===== src/rtl/garage_input_cond.sv =====
// Input conditioning ahead of the garage door FSM: two-flop sync and debounce for the
// button and both limit switches, Active pulse and limit fault. Macro STUCK_BTN_EN adds btn_stuck.
module garage_input_cond #(
    parameter int DEBOUNCE_CYCLES = 16,
    parameter int CNT_W           = 5,
    parameter int STUCK_CYCLES    = 1024,
    parameter int STUCK_W         = 11
) (
    input  logic clk,
    input  logic reset,
    input  logic btn_raw,
    input  logic up_lim_raw,
    input  logic dn_lim_raw,
    output logic Active,
    output logic Up_Max,
    output logic Dn_Max,
    output logic lim_fault,
    output logic btn_stuck
);

    localparam int NUM_IN  = 3;
    localparam int IDX_BTN = 0;
    localparam int IDX_UP  = 1;
    localparam int IDX_DN  = 2;

    localparam logic [CNT_W-1:0] CNT_LAST = CNT_W'(DEBOUNCE_CYCLES - 1);

    // Reject configurations where a counter could not reach its terminal value.
    generate
        if ((DEBOUNCE_CYCLES < 2) || (DEBOUNCE_CYCLES > (1 << CNT_W) - 1) ||
            (STUCK_CYCLES < 2) || (STUCK_CYCLES > (1 << STUCK_W))) begin : g_bad_cfg
            $error("garage_input_cond: parameter out of range");
        end
    endgenerate

    logic [NUM_IN-1:0] raw_vec;
    logic [NUM_IN-1:0] st_vec;

    assign raw_vec = {dn_lim_raw, up_lim_raw, btn_raw};

    genvar gi;
    generate
        for (gi = 0; gi < NUM_IN; gi++) begin : g_cond
            logic             s1_reg;
            logic             s2_reg;
            logic             st_reg;
            logic [CNT_W-1:0] cnt_reg;

            // Any cycle where s2 agrees with the stable value restarts the count.
            always_ff @(posedge clk) begin
                if (reset) begin
                    s1_reg  <= 1'b0;
                    s2_reg  <= 1'b0;
                    st_reg  <= 1'b0;
                    cnt_reg <= '0;
                end else begin
                    s1_reg <= raw_vec[gi];
                    s2_reg <= s1_reg;
                    if (s2_reg == st_reg) begin
                        cnt_reg <= '0;
                    end else if (cnt_reg == CNT_LAST) begin
                        st_reg  <= s2_reg;
                        cnt_reg <= '0;
                    end else begin
                        cnt_reg <= cnt_reg + CNT_W'(1);
                    end
                end
            end

            assign st_vec[gi] = st_reg;
        end
    endgenerate

    logic st_btn;
    logic st_up;
    logic st_dn;

    assign st_btn = st_vec[IDX_BTN];
    assign st_up  = st_vec[IDX_UP];
    assign st_dn  = st_vec[IDX_DN];

    logic active_reg;
    logic active_next;
    logic btn_prev_reg;
    logic fault_reg;
    logic fault_next;

    // A press landing during a limit fault still updates btn_prev, so it is consumed.
    always_comb begin
        fault_next  = st_up & st_dn;
        active_next = st_btn & ~btn_prev_reg & ~fault_next;
    end

    always_ff @(posedge clk) begin
        if (reset) begin
            active_reg   <= 1'b0;
            btn_prev_reg <= 1'b0;
            fault_reg    <= 1'b0;
        end else begin
            active_reg   <= active_next;
            btn_prev_reg <= st_btn;
            fault_reg    <= fault_next;
        end
    end

    assign Active    = active_reg;
    assign Up_Max    = st_up;
    assign Dn_Max    = st_dn;
    assign lim_fault = fault_reg;

`ifdef STUCK_BTN_EN
    localparam logic [STUCK_W-1:0] STUCK_LAST = STUCK_W'(STUCK_CYCLES - 1);

    logic [STUCK_W-1:0] stuck_cnt_reg;
    logic               stuck_reg;

    // Counter saturates at its terminal value; the flag holds until the button releases.
    always_ff @(posedge clk) begin
        if (reset) begin
            stuck_cnt_reg <= '0;
            stuck_reg     <= 1'b0;
        end else if (!st_btn) begin
            stuck_cnt_reg <= '0;
            stuck_reg     <= 1'b0;
        end else if (stuck_cnt_reg == STUCK_LAST) begin
            stuck_reg <= 1'b1;
        end else begin
            stuck_cnt_reg <= stuck_cnt_reg + STUCK_W'(1);
        end
    end

    assign btn_stuck = stuck_reg;
`else
    assign btn_stuck = 1'b0;
`endif

endmodule


===== config.mk =====
export PLATFORM = sky130hd
export DESIGN_NAME = garage_input_cond
export DESIGN_NICKNAME = d
export VERILOG_FILES = /design/src/rtl/garage_input_cond.sv
export SDC_FILE = /design/constraint.sdc
export NUM_CORES = 1
export LEC_CHECK = 0
export CAP_MARGIN = 10
export CORE_ASPECT_RATIO = 1.5
export CORE_UTILIZATION = 40
export CTS_CLUSTER_SIZE = 24
export DETAILED_ROUTE_END_ITERATION = 10
export PLACE_DENSITY = 0.7
export REMOVE_ABC_BUFFERS = 1
export SYNTH_ARGS = -nofsm -noshare
export SYNTH_HDL_FRONTEND = slang
export SYNTH_SLANG_ARGS = --single-unit

===== constraint.sdc =====
create_clock -name clk -period 1.9 [get_ports clk]
set_input_delay 0.38 -clock clk [delete_from_list [all_inputs] [get_ports clk]]
set_output_delay 0.38 -clock clk [all_outputs]
set_load 0.03 [all_outputs]

==> impl_metrics.csv, run 1 <==
group,metric,value,unit
worst_hold_path,hold_path.class,"reg -> reg",
placement,dp_cells,122,
worst_hold_path,min_from,"btn_prev_reg",
finish,nFillCells,207,
finish,largest_reg_flops,15,
clock_tree,cts_tree,"yes",
clock_tree,ctsHoldBuffers,0,
die,rows,21,
drt,ant_nets,0,
logic_synthesis,synth-edff-count,0,
logic_synthesis,syn_avg_cell_area,10.4,sq um
grt,grt_max_degree,15,
run,drv_cap,0,
power_and_ir_drop,p_leak,0.000418,uW
setup_path,worst_setup_path_start_kind,"flip-flop",
drt,viasPerCell,4.62,
finish,syn_to_final_growth,13.7,%
setup_path,slowest_stage,"clkdlybuf4s50_1",
die,ios,10,
power_and_ir_drop,powerDensity,774,nW/um^2
logic_synthesis,synth_cells,92,
timing,final_max_slew_viol_count,0,
grt,antenna_found_initial,0,
drt,num_vias,582,
timing,fin_setup_tns,0,ns
logic_synthesis,ys_seq_area_frac,0.565,
clock_tree,insertion_delay,0.32,ns
finish,register_area,541,sq um
placement,portBuffers,8,
clock_tree,clkTransAtPathRegs,0.13,ns
drt,wl_per_cell,9.28,um
finish,nNetsFinal,115,
finish,antenna_cells,0,
timing,rsz0062_at_grt,"no",
setup_path,crit_buf_inv,1,
grt,gr-total-overflow,0,
timing,timing.hold.ws,0.407,ns
die,dieHeight,61.9,um
setup_path,critPathKind,"reg -> out",
die,die_w,41.9,um
setup_path,critPathMaxFanout,4,
drt,firstDrtPassIters,3,
drt,drt_wl_total,1.17,mm
timing,clock_skew,0.00151,ns
logic_synthesis,synth_ff_type,"dfxtp_1",
finish,final_cell_mix,"27 x dfxtp_1, 20 x nor2_1, 8 x clkdlybuf4s50_1",
placement,post-dp-hpwl,909,um
logic_synthesis,ys_ff_latch,27,
grt,grtUsageTotal,0.108,
drt,drt_iter0_drc,9,
setup_path,cp-end-kind,"output port",
setup_path,path_cells,"clkdlybuf4s50_1",
clock_tree,clockRootBuffer,"clkbuf_4",
timing,finalHoldViolations,0,
placement,placed_area,1060,sq um
logic_synthesis,synth_warnings,0,
finish,layout_commonest_cell,"dfxtp_1",
grt,grt_pass1_vias,564,
setup_path,crit_arrival,1.44,ns
logic_synthesis,synth_top_cell_area_share,0.565,
logic_synthesis,syn-cell-area,956,sq um
logic_synthesis,synth.distinct_cells,15,
finish,fin_cells,126,
finish,drive_above_1_share,0.0680,
logic_synthesis,ys_top_cells_by_area,"dfxtp_1 57%, ha_1 7.9%, nor2_1 7.9%, xnor2_1 5.5%, nor2b_1 4.6%",
clock_tree,cts_setup_buffers,0,
finish,multi_input_area,382,sq um
clock_tree,clockBufferDepth,2,
clock_tree,clkSinkCount,27,
power_and_ir_drop,total_power,842,uW
setup_path,cpPeakStageDelay,0.70,ns
power_and_ir_drop,vdd_drop_max,0.493,mV
die,start_util,0.428,
logic_synthesis,yosysTopAreaCell,"dfxtp_1",
finish,final_area,1090,sq um
placement,gp_routability_congestion,0.645,
grt,grt_pass1_wl,2.08,mm
clock_tree,cts_max_level,1,
outcome,status,"complete, no violations",
setup_path,cp.required,1.52,ns
setup_path,path_delay_family,"buffers and inverters",
setup_path,worstSetupStartpoint,"Up_Max",
die,fp.coreArea,2230,sq um
logic_synthesis,async_flop_share,0,
setup_path,reg2reg_from,"g_cond[0].cnt_reg[0]",
timing,setup_viol_count_final,0,
drt,drc,0,
die,die_area,2590,sq um
timing,timing.final.crit_share,0.956,
timing,layout_min_cycle_time,1.82,ns
clock_tree,cts_buffers,3,
clock_tree,cts_resized,0,
timing,fmax,0.551,GHz
==> metal layers <==
| layer | GRT usage | up-vias | part of all wire |
|---|---|---|---|
| met5 | 0 | - | 0 |
| li1 | - | 307 | - |
| met2 | 0.210 | 10 | 0.52 |
| met1 | 0.0993 | 261 | 0.42 |
| met4 | 0.0829 | 0 | 0.028 |
| met3 | 0.0202 | 4 | 0.038 |
==> cell families after synthesis <==
kind of cell | share of synthesized area
xor+xnor | 0.0825
fa+ha+maj | 0.0785
buf+inv | 0.0353
flops | 0.565
mux | 0.0314
other cells | 0.00392
simple gates | 0.203
==> where the power goes <==
part	internal [uW]	total, uW	switching, uW
sequential	574	578	3.75
combinational	16.2	28.9	12.7
clock	82.2	235	153
==> cell usage after synthesis (2+ instances only) <==
library cell and number:
xnor2_1 6, xor2_1 3, and3_1 3, dfxtp_1 27, nor2_1 20, inv_1 6, nand3_1 3, or3_4 3
ha_1 6, nand2_1 2, mux2i_1 3, nor2b_1 7
==> path summary, 6_finish.rpt <==
| kind | endpoint | slack, ns | cells after the start |
|---|---|---|---|
| worst max-delay path | Up_Max | 0.08 | 1 |
| worst max register to register | g_cond[0].cnt_reg[2] | 0.35 | 5 |
| worst min-delay path | Active | 0.41 | 1 |
| worst min register to register | Active | 0.41 | 1 |
==> stage by stage <==
step / utilization / setup WS (ns)
CTS: 0.487 / 0.0684
global placement: 0.475 / 0.387
global route: 0.487 / 0.0128
detailed placement: 0.475 / 0.368
floorplan: - / 0.463
finish: 0.487 / 0.0841
==> final cells by class <==
cell class | instances | share of cell area
Sequential cell | 27 | 0.497
Clock buffer | 4 | 0.0242
Timing Repair Buffer | 9 | 0.0806
Inverter | 6 | 0.0207
Tap cell | 23 | 0.0265
Multi-Input combinational cell | 57 | 0.351
(Power assumes the default switching activity.)
==> run 2, diff against run 1 <==
--- a/config.mk
+++ b/config.mk
@@ -5,8 +5,8 @@
 export SDC_FILE = /design/constraint.sdc
 export NUM_CORES = 1
 export LEC_CHECK = 0
-export CAP_MARGIN = 10
-export CORE_ASPECT_RATIO = 1.5
+export ABC_AREA = 0
+export CAP_MARGIN = 20
 export CORE_UTILIZATION = 40
 export CTS_CLUSTER_SIZE = 24
 export DETAILED_ROUTE_END_ITERATION = 10
==> run 2 against run 1 <==
Net effect:
- clock power is essentially flat
- routed wire length increased by 2.5%
- global-route usage up 0.056 points
- critical path depth unchanged
- non-clock buffer count unchanged
- sequential power about the same
- sequential cell count unchanged
- fmax up 0.34%
- largest cell class unchanged
- largest power group unchanged
==> impl_metrics.csv, run 2 (same netlist as run 1, synthesis figures left out) <==
group,metric,value,unit
clock_tree,ctsHoldBuffers,0,
timing,timing.final.crit_share,0.953,
finish,final_cell_mix,"27 x dfxtp_1, 20 x nor2_1, 8 x clkdlybuf4s50_1",
setup_path,path_cells,"clkdlybuf4s50_1",
finish,layout_commonest_cell,"dfxtp_1",
clock_tree,cts_setup_buffers,0,
grt,grtUsageMet2,0.164,
placement,gp_routability_congestion,0.642,
worst_hold_path,hold-path-cell-count,1,
die,fp.coreArea,2230,sq um
setup_path,slowest_stage,"clkdlybuf4s50_1",
setup_path,cp.required,1.52,ns
finish,drive_above_1_share,0.0777,
timing,final_max_slew_viol_count,0,
timing,clock_skew,0.00717,ns
clock_tree,cts_buffers,3,
finish,antenna_cells,0,
power_and_ir_drop,total_power,840,uW
clock_tree,clockBufferDepth,2,
clock_tree,cts_resized,0,
placement,portBuffers,8,
timing,finalHoldViolations,0,
drt,firstDrtPassIters,4,
die,start_util,0.428,
die,dieHeight,50.9,um
power_and_ir_drop,powerDensity,767,nW/um^2
outcome,status,"complete, no violations",
grt,met3_usage,0.0298,
finish,largest_reg_flops,15,
die,die_w,50.9,um
grt,grt_pass1_vias,505,
setup_path,path_delay_family,"buffers and inverters",
timing,rsz0062_at_grt,"no",
timing,fmax,0.553,GHz
setup_path,worst_setup_path_start_kind,"flip-flop",
power_and_ir_drop,p_leak,0.000420,uW
finish,final_util,0.490,
die,die_area,2590,sq um
grt,gr-max-usage-layer,"met2",
setup_path,cpPeakStageDelay,0.69,ns
drt,drt_wl_total,1.20,mm
grt,grt_max_degree,16,
grt,use_met1,0.129,
setup_path,cp-end-kind,"output port",
grt,antenna_found_initial,0,
drt,num_vias,580,
power_and_ir_drop,vdd_drop_max,0.542,mV
clock_tree,cts_tree,"yes",
drt,drt_iter0_drc,5,
clock_tree,insertion_delay,0.31,ns
drt,wl_per_cell,9.15,um
drt,ant_nets,0,
timing,fin_setup_tns,0,ns
drt,viasPerCell,4.43,
setup_path,critPathMaxFanout,4,
drt,drc,0,
clock_tree,clkTransAtPathRegs,0.14,ns
grt,grtUsageTotal,0.108,
setup_path,worstSetupPathDepth,1,
finish,syn_to_final_growth,14.5,%
clock_tree,clockRootBuffer,"clkbuf_4",
clock_tree,clkSinkCount,27,
placement,post-dp-hpwl,910,um
timing,timing.hold.ws,0.393,ns
clock_tree,cts_max_level,1,
setup_path,crit_arrival,1.43,ns
setup_path,critPathKind,"reg -> out",
timing,setup_viol_count_final,0,
grt,gr-total-overflow,0,
finish,nNetsFinal,115,
run,drv_cap,0,
die,rows,17,
die,ios,10,
timing,layout_min_cycle_time,1.81,ns
grt,grt_pass1_wl,2.01,mm
worst_hold_path,hold_path.class,"reg -> reg",
setup_path,reg2reg_depth,5,
setup_path,crit_buf_inv,1,
[run 2: cell types whose count changed in the layout (fill, tap and decap cells not counted), sizes merged]
cell | before | now
clkbuf | 4 | 3
clkinv | 0 | 1
[run 2: where the power goes]
| part | total, uW | internal, uW | switching (uW) |
|---|---|---|---|
| clock network | 233 | 78.6 | 154 |
| registers | 578 | 574 | 3.60 |
| logic | 28.9 | 16.2 | 12.6 |
[run 2: cell type report]
cell class                      count  area, sq um
Fill cell                         224         1140
Timing Repair Buffer                9         87.6
Clock inverter                      1         5.00
Clock buffer                        3         22.5
Tap cell                           28         35.0
Sequential cell                    27          541
Multi-Input combinational cell     57          382
Inverter                            6         22.5
[run 2: path summary, 6_finish.rpt]
check,slack (ns),endpoint,start
max,0.09,Dn_Max,Dn_Max
min,0.39,Active,btn_prev_reg
max reg2reg,0.33,g_cond[2].cnt_reg[0],g_cond[2].cnt_reg[0]
min reg2reg,0.39,Active,btn_prev_reg
[run 2: metrics by stage]
step                      std cells  cell area [sq um]  setup WS, ns
after floorplan                  90                945         0.463
after global placement          127               1070         0.286
after detailed placement        127               1070         0.261
after CTS                       131               1090        0.0690
after global routing            131               1090        0.0224
final                           131               1090        0.0902
[run 2: metal layers]
layer | up-vias | wire length, um
met5 | - | 0
met4 | 0 | 17
met3 | 2 | 38
met2 | 7 | 556
met1 | 262 | 586
li1 | 309 | -
==> run 3, diff against run 2 <==
--- a/config.mk
+++ b/config.mk
@@ -7,10 +7,10 @@
 export LEC_CHECK = 0
 export ABC_AREA = 0
 export CAP_MARGIN = 20
-export CORE_UTILIZATION = 40
+export CORE_UTILIZATION = 47
 export CTS_CLUSTER_SIZE = 24
 export DETAILED_ROUTE_END_ITERATION = 10
-export PLACE_DENSITY = 0.7
+export PLACE_DENSITY = 0.81
 export REMOVE_ABC_BUFFERS = 1
 export SYNTH_ARGS = -nofsm -noshare
 export SYNTH_HDL_FRONTEND = slang
==> constraint.sdc (replaced) <==
create_clock -name clk -period 1.6 [get_ports clk]
set_input_delay 0.32 -clock clk [delete_from_list [all_inputs] [get_ports clk]]
set_output_delay 0.32 -clock clk [all_outputs]
set_load 0.03 [all_outputs]
==> run 3 against run 2 <==
Net effect:
- setup slack got worse by 0.0074 ns
- clock skew decreased by 0.0050 ns
- sequential share of layout area about the same
- worst hold slack improved by 0.0064 ns
- non-clock buffer count increased by 1
- critical endpoint is now g_cond[0].cnt_reg[2]
- clock power increased by 18%
- global-route usage increased by 4.2 points
- largest cell class unchanged
- first-iteration DRC count unchanged
- die area decreased by 14%
- combinational power increased by 29%
- routed wire length increased by 4.5%
- sequential power increased by 19%
==> impl_metrics.csv, run 3 (same netlist as run 1, synthesis figures left out) <==
group,metric,value,unit
power_and_ir_drop,powerDensity,907,nW/um^2
placement,dp_cells,125,
timing,timing.hold.ws,0.399,ns
worst_hold_path,hold-path-cell-count,1,
clock_tree,cts_max_level,1,
setup_path,crit_buf_inv,0,
finish,nFillCells,167,
clock_tree,clkTransAtPathRegs,0.13,ns
clock_tree,clockBufferDepth,2,
finish,fin_cells,129,
die,dieHeight,47.1,um
run,drv_cap,0,
setup_path,worst_setup_path_start_kind,"flip-flop",
clock_tree,cts_setup_buffers,0,
drt,drc,0,
die,die_area,2220,sq um
finish,multi_input_area,387,sq um
die,fp.coreArea,1820,sq um
clock_tree,cts_tree,"yes",
drt,wl_per_cell,9.71,um
grt,grt_pass1_wl,2.20,mm
timing,setup_viol_count_final,0,
timing,final_max_slew_viol_count,0,
timing,fmax,0.659,GHz
setup_path,worstSetupPathDepth,5,
finish,drive_above_1_share,0.115,
worst_hold_path,hold_path.class,"reg -> reg",
setup_path,crit_arrival,1.77,ns
grt,grt_max_degree,15,
clock_tree,cts_buffers,3,
die,start_util,0.525,
drt,drt_iter0_drc,5,
setup_path,path_delay_family,"simple AND/OR/NAND/NOR gates",
die,ios,10,
timing,layout_min_cycle_time,1.52,ns
setup_path,reg2reg_depth,5,
drt,num_vias,588,
setup_path,critPathMaxFanout,5,
grt,gr-total-overflow,0,
timing,rsz0062_at_grt,"no",
timing,fin_setup_tns,0,ns
finish,layout_commonest_cell,"dfxtp_1",
finish,register_area,543,sq um
clock_tree,clkSinkCount,27,
placement,portBuffers,8,
finish,nNetsFinal,116,
outcome,status,"complete, no violations",
finish,syn_to_final_growth,15.1,%
die,die_w,47.1,um
timing,finalHoldViolations,0,
placement,placed_area,1070,sq um
grt,grt_pass1_vias,549,
drt,ant_nets,0,
die,rows,15,
setup_path,slowest_stage,"or3_4",
grt,grtUsageTotal,0.150,
setup_path,cpPeakStageDelay,0.42,ns
grt,antenna_found_initial,0,
power_and_ir_drop,total_power,998,uW
clock_tree,clockRootBuffer,"clkbuf_4",
placement,post-dp-hpwl,982,um
power_and_ir_drop,vdd_drop_max,0.682,mV
finish,final_area,1100,sq um
setup_path,path_cells,"ha_2, and3_1, ha_1, or3_4, nor2_1",
finish,antenna_cells,0,
clock_tree,insertion_delay,0.31,ns
drt,firstDrtPassIters,4,
power_and_ir_drop,p_leak,0.000439,uW
setup_path,critPathKind,"reg -> reg",
finish,largest_reg_flops,15,
setup_path,cp-end-kind,"flip-flop",
timing,timing.final.crit_share,0.948,
setup_path,cp.required,1.86,ns
timing,clock_skew,0.00219,ns
clock_tree,ctsHoldBuffers,0,
placement,gp_routability_congestion,0.743,
finish,final_cell_mix,"25 x dfxtp_1, 19 x nor2_1, 7 x nor2b_1",
drt,drt_wl_total,1.25,mm
drt,viasPerCell,4.56,
==> run 3: changes by cell type in the layout (fill, tap and decap cells not counted), moves of 2 or more <==
cell,change
clkdlybuf4s50_1,-4
dlygate4sd2_1,+4
dfxtp_1,-2
dfxtp_2,+2
==> run 3: cell type report <==
| cell class | instances | area share |
|---|---|---|
| Timing Repair Buffer | 10 | 0.0819 |
| Inverter | 6 | 0.0205 |
| Clock buffer | 4 | 0.0239 |
| Tap cell | 25 | 0.0284 |
| Sequential cell | 27 | 0.494 |
| Multi-Input combinational cell | 57 | 0.352 |
==> run 3: what timing repair did <==
action,in CTS,in global routing
pin swaps,0,1
setup endpoints to repair,4,9
gates resized for setup,4,4
cloned,0,0
==> run 3: layer usage <==
metal / part of all wire / global-route usage
met1: 0.46 / 0.177
met2: 0.49 / 0.242
met3: 0.038 / 0.0462
met4: 0.0096 / 0.0857
met5: 0 / 0
==> run 3: worst paths after layout <==
kind                          end  slack (ns)            startpoint
min reg2reg                Active        0.40          btn_prev_reg
max          g_cond[0].cnt_reg[2]        0.08  g_cond[0].cnt_reg[0]
min                        Active        0.40          btn_prev_reg
max reg2reg  g_cond[0].cnt_reg[2]        0.08  g_cond[0].cnt_reg[0]
==> run 3: metrics by stage <==
stage	util	setup WS, ns
finish	0.604	0.0827
global route	0.604	0.00833
CTS	0.600	0.0271
detailed placement	0.588	0.0562
global placement	0.588	0.101
floorplan	-	0.163
==> run 3: power breakdown <==
| part | total, uW | switching [uW] | leakage (uW) | internal, uW |
|---|---|---|---|---|
| Clock | 274 | 177 | 0.0000150 | 97.4 |
| Combinational | 37.3 | 16.2 | 0.000204 | 21.1 |
| Sequential | 686 | 4.38 | 0.000220 | 682 |
| Total | 998 | 197 | 0.000439 | 800 |
